**src/rtl/crc32_stream.sv**
```systemverilog
// crc32_stream: streaming Ethernet CRC-32 generator/checker.
// Folds up to DW/8 bytes per accepted beat into a reflected CRC-32 register
// and presents one result record (FCS, check verdict, byte count) per frame.
module crc32_stream #(
    parameter int unsigned DW      = 32,
    parameter logic [31:0] INIT    = 32'hFFFFFFFF,
    parameter logic [31:0] XOROUT  = 32'hFFFFFFFF,
    parameter logic [31:0] RESIDUE = 32'hDEBB20E3
) (
    input  logic            clk,
    input  logic            rst,
    input  logic            s_valid,
    output logic            s_ready,
    input  logic [DW-1:0]   s_data,
    input  logic [DW/8-1:0] s_keep,
    input  logic            s_sof,
    input  logic            s_eof,
    input  logic            s_chk,
    output logic            o_valid,
    input  logic            o_ready,
    output logic [31:0]     o_crc,
    output logic            o_ok,
    output logic [15:0]     o_len
);

    localparam int unsigned NB   = DW / 8;
    localparam logic [31:0] POLY = 32'hEDB88320;

    typedef enum logic [1:0] {IDLE, RUN, DONE} state_t;

    state_t        state_q, state_d;
    logic [31:0]   crc_q, crc_base, crc_next;
    logic [15:0]   len_q, len_base, len_next;
    logic [16:0]   len_sum, nbytes;
    logic          chk_q, chk_eff;
    logic [NB-1:0] lane_use;
    logic          keep_run;
    logic          accept, active, finish;

    // One reflected CRC-32 byte step, LSB first.
    function automatic logic [31:0] crc_byte(input logic [31:0] c, input logic [7:0] b);
        logic [31:0] r;
        r = c ^ {24'd0, b};
        for (int unsigned k = 0; k < 8; k++) begin
            r = r[0] ? ((r >> 1) ^ POLY) : (r >> 1);
        end
        return r;
    endfunction

    assign s_ready = !rst && (!o_valid || o_ready);
    assign o_valid = (state_q == DONE);
    assign accept  = s_valid && s_ready;
    // A beat belongs to a frame if it opens one or arrives while one is running.
    assign active  = accept && (s_sof || state_q == RUN);
    assign finish  = active && s_eof;

    // Lane selection: on EOF only lanes below the first cleared keep bit count.
    always_comb begin
        keep_run = 1'b1;
        lane_use = '1;
        nbytes   = '0;
        for (int unsigned i = 0; i < NB; i++) begin
            if (s_eof) begin
                keep_run    = keep_run & s_keep[i];
                lane_use[i] = keep_run;
            end
            if (lane_use[i]) begin
                nbytes = nbytes + 17'd1;
            end
        end
    end

    // Combinational fold of the beat into the register and length counter.
    always_comb begin
        crc_base = s_sof ? INIT : crc_q;
        len_base = s_sof ? 16'd0 : len_q;
        chk_eff  = s_sof ? s_chk : chk_q;
        crc_next = crc_base;
        for (int unsigned i = 0; i < NB; i++) begin
            if (lane_use[i]) begin
                crc_next = crc_byte(crc_next, s_data[8*i +: 8]);
            end
        end
        len_sum  = {1'b0, len_base} + nbytes;
        len_next = len_sum[16] ? 16'hFFFF : len_sum[15:0];
    end

    // Next-state logic; a SOF beat accepted while DONE is consumed restarts immediately.
    always_comb begin
        state_d = state_q;
        case (state_q)
            IDLE: begin
                if (accept && s_sof) state_d = s_eof ? DONE : RUN;
            end
            RUN: begin
                if (accept && s_eof) state_d = DONE;
            end
            DONE: begin
                if (o_ready) state_d = IDLE;
                if (accept && s_sof) state_d = s_eof ? DONE : RUN;
            end
            default: state_d = IDLE;
        endcase
    end

    // State, running CRC/length registers and held result record.
    always_ff @(posedge clk) begin
        if (rst) begin
            state_q <= IDLE;
            crc_q   <= INIT;
            len_q   <= '0;
            chk_q   <= 1'b0;
            o_crc   <= '0;
            o_ok    <= 1'b0;
            o_len   <= '0;
        end else begin
            state_q <= state_d;
            if (active) begin
                crc_q <= crc_next;
                len_q <= len_next;
                chk_q <= chk_eff;
            end
            if (finish) begin
                o_crc <= crc_next ^ XOROUT;
                o_ok  <= chk_eff && (crc_next == RESIDUE);
                o_len <= len_next;
            end
        end
    end

endmodule

```
**config.mk**
```make
export PLATFORM = sky130hd
export DESIGN_NAME = crc32_stream
export DESIGN_NICKNAME = d
export VERILOG_FILES = /design/src/rtl/crc32_stream.sv
export SDC_FILE = /design/constraint.sdc
export NUM_CORES = 1
export LEC_CHECK = 0
export CAP_MARGIN = 20
export CORE_ASPECT_RATIO = 1.5
export CORE_UTILIZATION = 44
export CTS_CLUSTER_SIZE = 16
export DETAILED_ROUTE_END_ITERATION = 10
export PLACE_DENSITY = 0.68
export SLEW_MARGIN = 20
export SYNTH_ARGS = -nofsm -noshare
export SYNTH_HDL_FRONTEND = slang
export SYNTH_SLANG_ARGS = --single-unit
```
**constraint.sdc**
```tcl
create_clock -name clk -period 7.79 [get_ports clk]
set_input_delay 0.779 -clock clk [delete_from_list [all_inputs] [get_ports clk]]
set_output_delay 0.779 -clock clk [all_outputs]
set_load 0.05 [all_outputs]
```
==> impl_metrics.ini <==
[logic_synthesis]
fraction_of_the_mapped_netlist_area_in_compound_gates_pct = 21.23
netlist-cell-type-count = 94
synth_edf_count = 0
yosys_warnings = 0
synth_seq_cells = 100
syn_area_per_cell_um2 = 8.088
async_flop_share_pct = 0
syn_nets = 1364
synth.yosys.seq_area_share_pct = 18.85
dominant_combinational_cell_family_by_area_after_synthesis = XOR/XNOR gates
synth-xor-area-share_pct = 30.72
synth_ff_type = dfxtp_1
post_synth_adder_cell_area_pct = 1.013
area_share_of_and_or_nand_nor_cells_after_synthesis_pct = 20.49
mappedNetlistArea_um2 = 10620
synthesis.instances = 1313
synth.area.mux_share_pct = 3.629

[critical_path]
slowest_cell_on_the_critical_path = a2111oi_0
slowest_delay_ps = 720
cp-start-kind = input port
cp-end-kind = flip-flop
data_required_critical_path_ps = 8040
path_max_fanout = 10
path_class = in2reg
critical_path.cell_chain = clkdlybuf4s50_1, xnor2_1, o21a_1, nor4_1, a2111oi_0, o211ai_2, xor2_2, xnor2_2, a211oi_2, or2_1, xnor3_1, xor2_1, nand2_1, xnor2_1, mux2i_1, nor4bb_1, nand4_1, o41ai_2
critPathTopFamily = compound AO/OA/AOI/OAI gates
cp.arrival_ps = 7470
cp_common_cell = xnor2_1
timing.critical_path.buf_inv = 1

[clocking]
cts.hold.buffers_added = 0
clockBufferDepth = 2
clkSinkCount = 100
cts_tree = done
post_cts_buffers = 0
clock_pin_slew_on_the_worst_setup_and_hold_paths_ps = 70
cts-buffers-inserted = 9
htreeDepth = 3
clockRootBuffer = clkbuf_16
post_cts_resized = 0
clock_latency_ps = 360

[finish]
area_growth_pct = 14.89
nNetsFinal = 1420
antenna_cells_inserted = 0
fillerInstances = 2303
layout.cells.most_common_list = xnor2_1, nor2_1, nand2_1, dfxtp_1, clkdlybuf4s50_1
final_util_pct = 51.58
post_layout_nonfiller_instances = 1693
final_layout_size_suffix_gt1_share_pct = 8.734

[global_route]
track_usage_pct = 30.17
grt_pass1_vias = 9454
grt_antenna_before_repair = 0
grt_overflow = 0
grt_first_pass_wirelength_um = 55680
largest_net_degree_at_the_start_of_global_routing = 65

[place]
dp.cells = 1677
place.gp.congestion = 0.9702
detailedPlacementHpwl_um = 28470
numPortBuffers = 93

[timing]
totalNegativeSetupSlack_ps = 0
layout_worst_path_cycle_share_pct = 92.69
hold_viol_final = 0
relative_slew_margins_pct = 27.55
setup_viol = 0
skew_ps = 16.72
timing.final.max_slew_violations = 0
unrepaired_setup_endpoints_after_global_routing = no
tightest_slew_ps = 1078
final_period_minus_worst_setup_slack_ps = 7220
clock.fmax_ghz = 0.1385

[drt]
antenna_violating_nets_post_route = 0
drc = 0
wirelength_um = 36800
vias = 9926
firstDrtPassIters = 5
viasPerCell = 5.863
drt-initial-drc-count = 820
avgRoutedWirePerCell_um = 21.74

[power_and_ir_drop]
power.sequential.fraction_pct = 8.9
switching_share_pct = 51.02
vdd_drop_max_v = 0.0003700
power_report.internal_total_mw = 3.292
power.density_cell_area_nw_per_um2 = 550.9
switching_power_mw = 3.429
pwr-share-clk_pct = 6.8
power.combinational.fraction_pct = 84.3
total_leakage_power_nw = 4.706

[floorplan]
io_pins = 94
die_area_um2 = 24770
core.rowCount = 69
fp.dieW_um = 128.8
start_util_pct = 44.89
chipHeight_um = 192.3
core-area_um2 = 23660

[job]
timing.max_cap.violations = 0

[outcome]
status = complete, no violations

[hold_path]
worst_hold_path_type = reg2reg
## per-stage QoR
step	setup slack, ps	instance area (um2)	power, mW	hold slack (ps)
after floorplan	1480	10620	4.637	435.7
after global placement	412.7	11890	6.211	444.7
after detailed placement	438.2	11890	6.191	448.5
after CTS	742.5	12200	6.687	459.1
after global routing	162.7	12200	7.088	474.6
final	569.8	12200	6.721	456.4
## routing by layer
layer  wire length (um)  GRT usage (%)
met1              14460          35.12
met2              18060          52.27
met3               1884          3.521
met4               2399          19.10
met5                  0              0
## final timing paths
path / startpoint / endpoint / slack (ps) / cells after the start
max: s_data[0] / o_ok$_SDFFE_PP0P_ / 570 / 18
min reg2reg: o_crc[12]$_SDFFE_PP0P_ / o_crc[12]$_SDFFE_PP0P_ / 460 / 2
max reg2reg: crc_q[3]$_SDFFE_PP1P_ / o_ok$_SDFFE_PP0P_ / 970 / 17
min: o_crc[12]$_SDFFE_PP0P_ / o_crc[12]$_SDFFE_PP0P_ / 460 / 2
## cells in the mapped netlist, types with 5 or more instances
library cell | number | area [um2]
nor2b_1 | 11 | 68.82
nor3_1 | 32 | 160.2
or3_1 | 18 | 112.6
a211oi_1 | 46 | 345.3
o21ai_1 | 5 | 25.02
a211o_1 | 14 | 122.6
nand2b_1 | 7 | 43.79
and3_1 | 6 | 37.54
nor2_1 | 163 | 611.8
mux2i_1 | 27 | 270.3
o31ai_1 | 6 | 45.04
buf_2 | 14 | 70.07
xor2_1 | 57 | 499.2
buf_4 | 5 | 37.54
ha_1 | 7 | 87.58
o21a_1 | 10 | 75.07
nand3_1 | 29 | 145.1
xnor2_1 | 162 | 1419
inv_1 | 6 | 22.52
clkbuf_1 | 56 | 210.2
a21oi_1 | 79 | 395.4
buf_1 | 15 | 56.30
nand2_1 | 132 | 495.5
nor4_1 | 6 | 37.54
and2_1 | 11 | 68.82
dfxtp_1 | 100 | 2002
nand4_1 | 6 | 37.54
nor3b_1 | 8 | 60.06
o21ai_0 | 68 | 340.3
xnor3_1 | 37 | 833.3
xnor2_2 | 8 | 130.1
xor3_1 | 7 | 166.4
o211ai_1 | 37 | 277.8
mux2_2 | 7 | 78.83
a31oi_1 | 9 | 56.30
## cell families after synthesis
kind of cell | count (synthesis)
AOI/OAI and AO/OA | 330
xor gates and xnor gates | 280
adders and majority gates | 8
buffers and inverters | 100
DFF | 100
muxes | 36
other | 1
and+or+nand+nor | 458
## worst min-delay path, cell delays in order, from the launching register on
cell and delay, ps:
dfxtp_1 310, nand2_1 50, a21oi_1 50
## power groups by stage
stage                     combinational [mW]  clock, mW  sequential (mW)
after CTS                               5.63      0.460            0.599
after global placement                  5.60          0            0.610
after detailed placement                5.58          0            0.611
after global routing                    6.00      0.479            0.605
after floorplan                         3.99          0            0.648
final                                   5.67      0.455            0.600
## registers in the layout, summed over array words and instances, names as in the netlist
| register | count |
|---|---|
| crc_q | 32 |
| o_crc | 32 |
| len_q | 16 |
| o_len | 16 |
| state_q | 2 |
| chk_q | 1 |
| o_ok | 1 |
## layout make-up
type | instances | area, um2 | area share (%)
inverter | 7 | 26.28 | 0.2154
clock buffer | 10 | 239.0 | 1.959
sequential | 100 | 2002 | 16.41
clock inverter | 6 | 67.56 | 0.5538
timing repair buffer | 138 | 1259 | 10.32
tap | 319 | 399.1 | 3.271
multi-input combinational | 1113 | 8208 | 67.27
(Power assumes the default switching activity.)
==> edit: new RTL, same settings <==
`DW`: 32 -> 48. Comments in the files are not updated.
--- a/src/rtl/crc32_stream.sv
+++ b/src/rtl/crc32_stream.sv
@@ -2,7 +2,7 @@
 // Folds up to DW/8 bytes per accepted beat into a reflected CRC-32 register
 // and presents one result record (FCS, check verdict, byte count) per frame.
 module crc32_stream #(
-    parameter int unsigned DW      = 32,
+    parameter int unsigned DW      = 48,
     parameter logic [31:0] INIT    = 32'hFFFFFFFF,
     parameter logic [31:0] XOROUT  = 32'hFFFFFFFF,
     parameter logic [31:0] RESIDUE = 32'hDEBB20E3
Ports: changed (resized s_data and s_keep); port bits go from 94 to 112. The function was not compared with the original's and may differ.
==> edit against the unedited design <==
Setup slack got worse by 0.45 ns; count of clock-buffer cells in the layout up 2; wire length rose by 44%; sequential cell count stayed put; worst hold slack better by 0.0029 ns; cell area up 59%; critical path depth up 10; area after synthesis up 27%.
Power is left out: the tool's default activity adds up to more than one toggle a clock period on the data nets, which glitch-free logic cannot reach.
==> edit: results (changes against the unedited design) <==
| Metric | Value |
|---|---|
| Largest net degree at the start of global routing | `103 (+58%)` |
| H-tree Lvls | `3 (unchanged)` |
| Global-route wire length before repair | `79.4 mm (+43%)` |
| CTS Buf Count | `9 (unchanged)` |
| Port buffer count | `111 (+19%)` |
| Clk_skew | `0.00845 ns (-0.00827 ns)` |
| # fillers | `2504 (+8.7%)` |
| Crit path arrival time | `7.90 ns (+0.43 ns)` |
| R2R Path Start | `crc_q[4]` |
| Post-synth top flop | `dfxtp_1` |
| Worst Hold Depth | `2 (unchanged)` |
| Clk root buf | `clkbuf_16` |
| Final Wtd Congestion | `0.978 (+0.85%)` |
| WHS Endpoint | `o_crc[1]` |
| Dominant cells by area after synthesis | `xnor2_1 (16%), dfxtp_1 (15%), xnor3_1 (7.5%)` |
| FF-to-FF setup slack | `0.16 ns (-0.81 ns)` |
| Hold path start | `o_crc[1]` |
| FF-to-FF End | `o_ok` |
| Via density | `5.66 (-3.5%)` |
| Post-synth top cells | `xnor2_1 (241), nor2_1 (222), nand2_1 (137), xor2_1 (103), dfxtp_1 (100)` |
| Initial antenna violation count | `0 (unchanged)` |
| Asr flop ratio synth | `0 (unchanged)` |
| Total GRT Usage | `0.337 (+0.0357)` |
| Status | `complete, no violations` |
| Pre-CTS setup slack | `-0.840 ns (-1.28 ns)` |
| Unique cell type count in the Yosys netlist | `92 (-2.1%)` |
| Post-CTS setup buffers | `16 (+16)` |
| Largest regs | `crc_q: 32 flops, o_crc: 32 flops` |
| Reg clk slew, reported paths | `0.07 ns (about the same)` |
| Ys Warns | `0 (unchanged)` |
| Post-synthesis sequential area ratio | `0.149 (-0.0399)` |
| Slew headroom | `0.327 (+0.0517)` |
| Clock Path Buffers | `2 (unchanged)` |
| Critical Path Fanout Max | `5 (-5)` |
| DR iter-0 viols | `1079 (+32%)` |
| Post-DP HPWL | `43.0 mm (+51%)` |
| Hold Path Class | `reg -> reg` |
| Cell Area, Placed | `0.0180 mm^2 (+52%)` |
| Number of global-route vias before repair | `14.4k (+52%)` |
| WL/cell | `20.7 um (-4.9%)` |
| First-pass iteration count of the detailed router | `5 (unchanged)` |
| Fraction of layout cells with a size suffix above 1 | `0.317 (+0.230)` |
| Final #Nets | `2235 (+57%)` |
| Antenna cells | `0 (unchanged)` |
| Max-capacitance violation count | `0 (unchanged)` |
| Post-CTS Resized | `61 (+61)` |
| R2R depth | `27 (+10)` |
| Syn nets | `1756 (+29%)` |
| Clock Latency Late Sink | `0.34 ns (-0.02 ns)` |
-- edit: cell types whose count changed in the layout (fill, tap and decap cells not counted), moves of 10 or more --
cell and delta:
buf_4 +409, nor2_1 +54, xnor2_1 +45, xor2_1 +34, xnor2_2 +30, nor3_1 +24, a211o_1 +22, o211ai_1 -21
xor2_2 +13, nand3b_1 +11, xnor3_2 +10
-- edit: final cells by class --
class	count	share of cell area
clock buffers	12	0.0132
well taps	400	0.0257
clock inverters	4	0.00122
multi-input cells	1460	0.612
inverters	13	0.00264
flip-flops and latches	100	0.103
repair buffers	578	0.243
-- edit: logic make-up (layout without fill, tap and decap cells) --
| kind of cell | count (synthesis) | after routing | share of synthesized area |
|---|---|---|---|
| multiplexers | 46 | 46 | 0.0353 |
| AO/OA/AOI/OAI | 390 | 390 | 0.204 |
| flip-flops | 100 | 100 | 0.149 |
| adder cells (fa/ha/maj) | 12 | 12 | 0.0117 |
| AND/OR/NAND/NOR | 582 | 582 | 0.201 |
| XOR/XNOR | 429 | 429 | 0.360 |
| buffers and inverters | 123 | 607 | 0.0384 |
| other | 1 | 1 | 0.000278 |
-- edit: worst max-delay path: stages --
cell and delay, ns:
dlygate4sd2_1 0.30, xnor2_2 0.18, or3_1 0.40, a211o_1 0.31, a31oi_4 0.26, xnor2_2 0.18, xor3_2 0.40, mux2_4 0.33
xnor3_2 0.45, xnor2_2 0.18, a21o_1 0.19, a21o_1 0.23, and2_4 0.18, xnor3_2 0.42, a311oi_4 0.42, a21oi_2 0.11
buf_4 0.15, buf_4 0.12, nor2_1 0.27, xor2_1 0.25, xnor2_1 0.10, a21oi_1 0.42, xnor3_1 0.40, a221o_1 0.37
and2_1 0.15, and4_1 0.18, nand4_1 0.07, o21ai_1 0.07
-- edit: through the flow --
step / hold WS [ns] / setup TNS [ns] / cells / util
6_report: 0.459 / 0 / 2567 / 0.645
3_3_place_gp: 0.443 / -22.14 / 2507 / 0.598
3_5_place_dp: 0.451 / -26.19 / 2507 / 0.598
5_1_grt: 0.484 / -0.194 / 2567 / 0.645
4_1_cts: 0.461 / 0 / 2539 / 0.621
2_1_floorplan: 0.436 / 0 / 1683 / -
-- edit: how the worst max path moves through the flow --
stage	end	from	slack [ns]	cells after the start
floorplan	o_ok	s_sof	0.003	26
finish	o_ok	s_data[3]	0.12	28
CTS	o_ok	s_keep[0]	0.006	32
global placement	o_ok	s_data[1]	-0.86	30
detailed placement	o_ok	s_data[1]	-0.84	29
global route	o_ok	s_keep[0]	-0.12	31
-- edit: routing by layer --
layer / vias to the layer above / global-route usage / wire (um)
li1: 6870 / - / -
met1: 6828 / 0.357 / 19400
met2: 600 / 0.599 / 26600
met3: 220 / 0.0281 / 2160
met4: 0 / 0.279 / 4930
met5: - / 0 / 0
